[src/rtl/parity_frame_scheduler_if.sv]
// Handshake bundle between the two byte requesters, the parity scheduler and the
// parity output consumer. The scheduler uses the slave view; drivers/consumers use master.
interface parity_frame_scheduler_if #(
  parameter int LEN_W = 4
);
  logic [1:0]       req_valid;
  logic [1:0]       req_ready;
  logic [15:0]      req_d;
  logic [15:0]      req_en;
  logic [1:0]       req_last;
  logic             out_valid;
  logic             out_ready;
  logic [8:0]       out_dp;
  logic             out_src;
  logic [LEN_W-1:0] out_idx;
  logic             out_last;
  logic             out_fpar;
  logic             out_ovf;

  modport slave (
    input  req_valid, req_d, req_en, req_last, out_ready,
    output req_ready, out_valid, out_dp, out_src, out_idx, out_last, out_fpar, out_ovf
  );

  modport master (
    output req_valid, req_d, req_en, req_last, out_ready,
    input  req_ready, out_valid, out_dp, out_src, out_idx, out_last, out_fpar, out_ovf
  );
endinterface

[src/rtl/parity_frame_scheduler.sv]
// Round-robin two-requester frame scheduler feeding one shared even-parity byte
// unit; the grant is held for a whole frame and results leave on a registered stream.
module parity_frame_scheduler #(
  parameter int LEN_W = 4
) (
  input logic                    clk,
  input logic                    rst,
  parity_frame_scheduler_if.slave bus
);

  typedef enum logic {IDLE, BUSY} state_t;

  state_t           state_q, state_d;
  logic             gnt_q, gnt_d;
  logic             ptr_q, ptr_d;
  logic [LEN_W-1:0] idx_q, idx_d;
  logic             facc_q, facc_d;
  logic             out_valid_q, out_valid_d;
  logic [8:0]       out_dp_q, out_dp_d;
  logic             out_src_q, out_src_d;
  logic [LEN_W-1:0] out_idx_q, out_idx_d;
  logic             out_last_q, out_last_d;
  logic             out_fpar_q, out_fpar_d;
  logic             out_ovf_q, out_ovf_d;

  logic [7:0] sel_d;
  logic [7:0] sel_en;
  logic       par;
  logic       at_max;
  logic       last_beat;
  logic       can_take;
  logic       accept;
  logic [1:0] req_ready;

  // Granted lane select, parity and the accept condition shared by both comb processes.
  always_comb begin
    sel_d     = gnt_q ? bus.req_d[15:8]  : bus.req_d[7:0];
    sel_en    = gnt_q ? bus.req_en[15:8] : bus.req_en[7:0];
    par       = ^(sel_d & sel_en);
    at_max    = (idx_q == {LEN_W{1'b1}});
    last_beat = bus.req_last[gnt_q] | at_max;
    can_take  = (state_q == BUSY) & (~out_valid_q | bus.out_ready);
    req_ready = 2'b00;
    req_ready[gnt_q] = can_take;
    accept    = bus.req_valid[gnt_q] & can_take;
  end

  always_comb begin
    state_d = state_q;
    case (state_q)
      IDLE:    if (|bus.req_valid) state_d = BUSY;
      BUSY:    if (accept && last_beat) state_d = IDLE;
      default: state_d = IDLE;
    endcase
  end

  always_comb begin
    gnt_d       = gnt_q;
    ptr_d       = ptr_q;
    idx_d       = idx_q;
    facc_d      = facc_q;
    out_valid_d = out_valid_q & ~bus.out_ready;
    out_dp_d    = out_dp_q;
    out_src_d   = out_src_q;
    out_idx_d   = out_idx_q;
    out_last_d  = out_last_q;
    out_fpar_d  = out_fpar_q;
    out_ovf_d   = out_ovf_q;
    if (state_q == IDLE && |bus.req_valid) begin
      gnt_d = bus.req_valid[ptr_q] ? ptr_q : ~ptr_q;
    end
    if (accept) begin
      out_valid_d = 1'b1;
      out_dp_d    = {par, sel_d};
      out_src_d   = gnt_q;
      out_idx_d   = idx_q;
      out_last_d  = last_beat;
      out_fpar_d  = facc_q ^ par;
      out_ovf_d   = ~bus.req_last[gnt_q] & at_max;
      // A closing beat, requested or forced by length, hands priority to the other side.
      if (last_beat) begin
        idx_d  = '0;
        facc_d = 1'b0;
        ptr_d  = ~gnt_q;
      end else begin
        idx_d  = idx_q + LEN_W'(1);
        facc_d = facc_q ^ par;
      end
    end
  end

  always_ff @(posedge clk or posedge rst) begin
    if (rst) begin
      state_q     <= IDLE;
      gnt_q       <= 1'b0;
      ptr_q       <= 1'b0;
      idx_q       <= '0;
      facc_q      <= 1'b0;
      out_valid_q <= 1'b0;
      out_dp_q    <= '0;
      out_src_q   <= 1'b0;
      out_idx_q   <= '0;
      out_last_q  <= 1'b0;
      out_fpar_q  <= 1'b0;
      out_ovf_q   <= 1'b0;
    end else begin
      state_q     <= state_d;
      gnt_q       <= gnt_d;
      ptr_q       <= ptr_d;
      idx_q       <= idx_d;
      facc_q      <= facc_d;
      out_valid_q <= out_valid_d;
      out_dp_q    <= out_dp_d;
      out_src_q   <= out_src_d;
      out_idx_q   <= out_idx_d;
      out_last_q  <= out_last_d;
      out_fpar_q  <= out_fpar_d;
      out_ovf_q   <= out_ovf_d;
    end
  end

  assign bus.req_ready = req_ready;
  assign bus.out_valid = out_valid_q;
  assign bus.out_dp    = out_dp_q;
  assign bus.out_src   = out_src_q;
  assign bus.out_idx   = out_idx_q;
  assign bus.out_last  = out_last_q;
  assign bus.out_fpar  = out_fpar_q;
  assign bus.out_ovf   = out_ovf_q;

endmodule
[src/flat_wrapper.sv]
// flat-port wrapper written by rule: the top's interface ports become plain ports
module parity_frame_scheduler_flat 
#(
  parameter int LEN_W = 4
)
  (clk, rst, bus_req_valid, bus_req_d, bus_req_en, bus_req_last, bus_out_ready, bus_req_ready, bus_out_valid, bus_out_dp, bus_out_src, bus_out_idx, bus_out_last, bus_out_fpar, bus_out_ovf);
  parity_frame_scheduler_if #(.LEN_W(LEN_W)) bus_i ();
  input logic clk;
  input logic rst;
  input wire logic [$bits(bus_i.req_valid)-1:0] bus_req_valid;
  input wire logic [$bits(bus_i.req_d)-1:0] bus_req_d;
  input wire logic [$bits(bus_i.req_en)-1:0] bus_req_en;
  input wire logic [$bits(bus_i.req_last)-1:0] bus_req_last;
  input wire logic [$bits(bus_i.out_ready)-1:0] bus_out_ready;
  output wire logic [$bits(bus_i.req_ready)-1:0] bus_req_ready;
  output wire logic [$bits(bus_i.out_valid)-1:0] bus_out_valid;
  output wire logic [$bits(bus_i.out_dp)-1:0] bus_out_dp;
  output wire logic [$bits(bus_i.out_src)-1:0] bus_out_src;
  output wire logic [$bits(bus_i.out_idx)-1:0] bus_out_idx;
  output wire logic [$bits(bus_i.out_last)-1:0] bus_out_last;
  output wire logic [$bits(bus_i.out_fpar)-1:0] bus_out_fpar;
  output wire logic [$bits(bus_i.out_ovf)-1:0] bus_out_ovf;
  assign bus_i.req_valid = bus_req_valid;
  assign bus_i.req_d = bus_req_d;
  assign bus_i.req_en = bus_req_en;
  assign bus_i.req_last = bus_req_last;
  assign bus_i.out_ready = bus_out_ready;
  assign bus_req_ready = bus_i.req_ready;
  assign bus_out_valid = bus_i.out_valid;
  assign bus_out_dp = bus_i.out_dp;
  assign bus_out_src = bus_i.out_src;
  assign bus_out_idx = bus_i.out_idx;
  assign bus_out_last = bus_i.out_last;
  assign bus_out_fpar = bus_i.out_fpar;
  assign bus_out_ovf = bus_i.out_ovf;
  parity_frame_scheduler #(.LEN_W(LEN_W)) u_core (.clk(clk), .rst(rst), .bus(bus_i));
endmodule
[config.mk]
export PLATFORM = sky130hd
export DESIGN_NAME = parity_frame_scheduler_flat
export DESIGN_NICKNAME = d
export VERILOG_FILES = /design/src/rtl/parity_frame_scheduler_if.sv /design/src/rtl/parity_frame_scheduler.sv /design/src/flat_wrapper.sv
export SDC_FILE = /design/constraint.sdc
export NUM_CORES = 1
export LEC_CHECK = 0
export CELL_PAD_IN_SITES_DETAIL_PLACEMENT = 1
export CELL_PAD_IN_SITES_GLOBAL_PLACEMENT = 1
export CORE_ASPECT_RATIO = 1.5
export CORE_MARGIN = 2
export CORE_UTILIZATION = 31
export DETAILED_ROUTE_END_ITERATION = 10
export GPL_TIMING_DRIVEN = 0
export MAX_ROUTING_LAYER = met4
export PLACE_DENSITY = 0.82
export SLEW_MARGIN = 0
export SYNTH_ARGS = -nofsm -noshare
export SYNTH_HDL_FRONTEND = slang
export SYNTH_SLANG_ARGS = --single-unit
[constraint.sdc]
create_clock -name clk -period 2.7 [get_ports clk]
set_input_delay 0.54 -clock clk [delete_from_list [all_inputs] [get_ports clk]]
set_output_delay 0.54 -clock clk [all_outputs]
set_load 0.005 [all_outputs]
==> key figures <==
Status
  – Status: finished, final reports clean

Power and ir drop
  – Clock Power Share: 15.4%
  – Power Dens Cells: 993.0 nW/um^2
  – Leak Pwr: 0.9817 nW
  – Net Sw Power: 0.7479 mW
  – Power Internal: 1.399 mW
  – Maximum VDD drop: 0.7169 mV
  – Logic pwr share: 52.8%
  – Final total power: 2.147 mW
  – Switch share: 34.84%
  – Sequential share of power: 31.7%

Clock tree
  – Num Clock Sinks: 26
  – Resized cells post-CTS: 0
  – Worst-path clk slew: 90 ps
  – CTS Root Cell: clkbuf_8
  – H-tree levels: 1
  – Longest Clk Path Bufs: 2
  – CTS tree: done
  – Clk_lat worst skew: 280 ps
  – CTS Buf Count: 3
  – Setup bufs post-CTS: 0

Detailed routing
  – DRC: 0
  – Initial drt markers: 38
  – DRT Pass-1 Iters: 2
  – Via count: 1333
  – WL/cell: 15.76 microns
  – ANT nets after route: 0
  – Vias/cell: 5.248
  – Routed wire length: 4.002 mm

Global routing
  – Largest net degree at the start of global routing: 27
  – Aggregate global-route resource usage: 17.12%
  – First-pass GRT wire length: 6.651 mm
  – Congestion Overflow GR: 0
  – Initial antenna violation count: 0
  – Vias in the first global route: 1466

Min path
  – Hold Path End: u_core.bus.out_dp[5]$_DFFE_PP0P_
  – WHS Path Cells: 2
  – Hold crit path type: register to register
  – Hold Crit Start: u_core.bus.out_dp[5]$_DFFE_PP0P_

Timing
  – Final hold vios: 0
  – Unrepaired setup endpoints after global routing: no
  – Setup violators final: 0
  – Crit share post-route: 95.10%
  – Skew final: 4.730 ps
  – Worst Tran Pin Value: 990.7 ps
  – Setup TNS Final: 0 ps
  – Fmax: 0.3895 GHz
  – Slew Viols, Final: 0
  – Slew headroom: 33.88%
  – Post-layout min period: 2568 ps

Cells and area
  – FILL cells: 515
  – ANT cells: 0
  – Post-route cell area: 2162 sq um
  – NumNets Final: 247
  – Layout cells sized above 1: 8.738%
  – Commonest non-fill, non-tap cell in the layout: clkdlybuf4s50_1
  – Layout overhead on the synthesized area: 48.71%
  – Commonest non-fill, non-tap cells in the layout: 58 x clkdlybuf4s50_1, 26 x dfrtp_1, 19 x nand2_1

Logic synthesis
  – Net Count, Synth: 185
  – Cells after Synth: 145
  – Distinct cells, synth: 35
  – Synth Cell Area: 1454 sq um
  – #FFs+latches synth: 26
  – Sequential cell area fraction in the yosys report: 44.75%
  – Synthesis Warnings: 0
  – Syn_area_per_cell: 10.03 sq um

Floorplan
  – Core ar.: 4504 sq um
  – Die height: 87.88 microns
  – Initial Utilization: 32.28%
  – Row count: 30
  – Die Area: 5265 sq um
  – Chip Width: 59.92 microns
  – IO Count: 59

Job
  – Max-cap check violation count: 0

Worst setup path
  – Worst r2r path cells: 5
  – Crit Path Category: primary input to output pin
  – R2R Setup Slk: 410 ps
  – RR Endpoint: u_core.bus.out_idx[3]$_DFFE_PP0P_
  – Critical Path Sink Type: output pin
  – Reg2reg start: u_core.gnt_q$_DFFE_PP0P_
  – Critical path's largest stage delay: 510 ps
  – Worst EP arrival: 2030 ps
  – Crit-path most repeated cell: clkdlybuf4s50_1
  – Slowest CP cell: clkdlybuf4s50_1
  – CP required: 2160 ps
  – CP Cell Sequence: clkdlybuf4s50_1 -> nand2b_1 -> and2_1 -> nor2b_1 -> clkdlybuf4s50_1
  – Critical Path Source Type: primary input
  – Crit-path max FO: 4

Placed design
  – Number of buffers added on ports: 58
  – Final Wtd Congestion: 0.7851
  – Cell Area, Placed: 2095 sq um
  – Detail Placement HPWL: 3.152 mm
==> power groups by stage <==
stage	combinational (mW)	clock, mW	sequential [mW]
after floorplan	0.645	0	0.679
after global placement	1.12	0	0.688
after detailed placement	1.16	0	0.691
after CTS	1.16	0.336	0.685
after global routing	1.27	0.354	0.709
final	1.13	0.331	0.681
==> critical path: cells and delay by family <==
family	cells	cell delay, ps
simple gates	3	520
buf+inv	2	950
==> sequential cells by signal (all words and copies together), names as in the netlist <==
| register | count |
|---|---|
| u_core.bus.out_last | 1 |
| u_core.bus.out_dp | 9 |
| u_core.bus.out_idx | 4 |
| u_core.bus.out_src | 1 |
| u_core.bus.out_fpar | 1 |
| u_core.facc_q | 1 |
| u_core.idx_q | 4 |
| u_core.ptr_q | 1 |
| u_core.bus.out_ovf | 1 |
| u_core.state_q | 1 |
| u_core.gnt_q | 1 |
| u_core.bus.out_valid | 1 |
==> Yosys cell counts <==
library cell  count  area (sq um)
a211o_1           3         26.28
a211oi_1          3         22.52
a211oi_2          1         12.51
a21oi_1           4         20.02
a31oi_1           1         6.260
and2_1            2         12.51
and3_1            5         31.28
and3b_1           4         35.03
buf_1             1         3.750
buf_4             1         7.510
buf_6             1         11.26
clkbuf_1          3         11.26
dfrtp_1          26         650.6
ha_1              1         12.51
inv_1             4         15.01
mux2_2            8         90.09
mux2i_1           8         80.08
nand2_1          19         71.32
nand2b_1          3         18.77
nand3_1           7         35.03
nand3_2           1         10.01
nand3b_1          3         22.52
nand3b_4          1         20.02
nor2_1            4         15.01
nor2b_1           1         6.260
nor3_1            1         5.000
o211a_1           4         40.04
o211ai_1          4         30.03
o21ai_0          15         75.07
o21ai_1           1         5.000
o31a_1            1         8.760
o31ai_1           1         7.510
or2_1             1         6.260
or2_2             1         6.260
xnor3_1           1         22.52
==> layer usage <==
metal  track usage (%)  vias to the layer above  wire length [microns]
li1                  -                      645                      -
met1             18.31                      653                   1608
met2             30.83                       29                   2196
met3             2.954                        6                    128
met4             5.859                        0                     68
met5                 -                        -                      0
==> cells by family (layout without fill, tap and decap cells) <==
| logic type | after synthesis | in the layout | share of synthesized area [%] |
|---|---|---|---|
| and+or+nand+nor | 53 | 53 | 20.31 |
| buffers and inverters | 10 | 71 | 3.356 |
| xor gates and xnor gates | 1 | 1 | 1.549 |
| DFF | 26 | 26 | 44.75 |
| adders and majority gates | 1 | 1 | 0.8604 |
| AOI/OAI and AO/OA | 38 | 38 | 17.47 |
| muxes | 16 | 16 | 11.70 |
==> stage by stage <==
stage	setup slack (ps)	instances	util, %	hold slack [ps]
finish	132.4	254	48.00	482.3
detailed placement	118.4	251	46.50	469.9
global route	57.43	254	48.00	538.7
floorplan	715.6	145	-	449.7
global placement	146.8	251	46.50	463.1
CTS	125.6	254	48.00	491.7
==> worst max path at each step <==
stage	slack, ps	end	cells past startpoint	from
final	130	bus_req_ready[0]	5	bus_out_ready
after global routing	60	bus_req_ready[0]	5	bus_out_ready
after CTS	130	bus_req_ready[0]	5	bus_out_ready
after detailed placement	120	u_core.bus.out_idx[3]$_DFFE_PP0P_	5	bus_req_valid[1]
after global placement	150	bus_req_ready[0]	5	bus_out_ready
after floorplan	720	u_core.bus.out_dp[8]$_DFFE_PP0P_	6	bus_req_d[13]
==> area by class of cell <==
cell class / count / area (sq um) / share of cell area (%)
plain buffers: 5 / 30.03 / 1.389
clock buffers: 3 / 41.29 / 1.910
clock inverters: 1 / 30.03 / 1.389
inverters: 4 / 15.01 / 0.6944
multi-input cells: 109 / 754.5 / 34.90
flip-flops and latches: 26 / 650.6 / 30.09
well taps: 48 / 60.06 / 2.778
repair buffers: 58 / 580.6 / 26.85
==> timing repair <==
item,CTS,global route
setup endpoints to repair,1,0
endpoints found under the hold margin,0,0
hold buffers,0,0
Note: power is estimated with default switching activity, not from simulation.
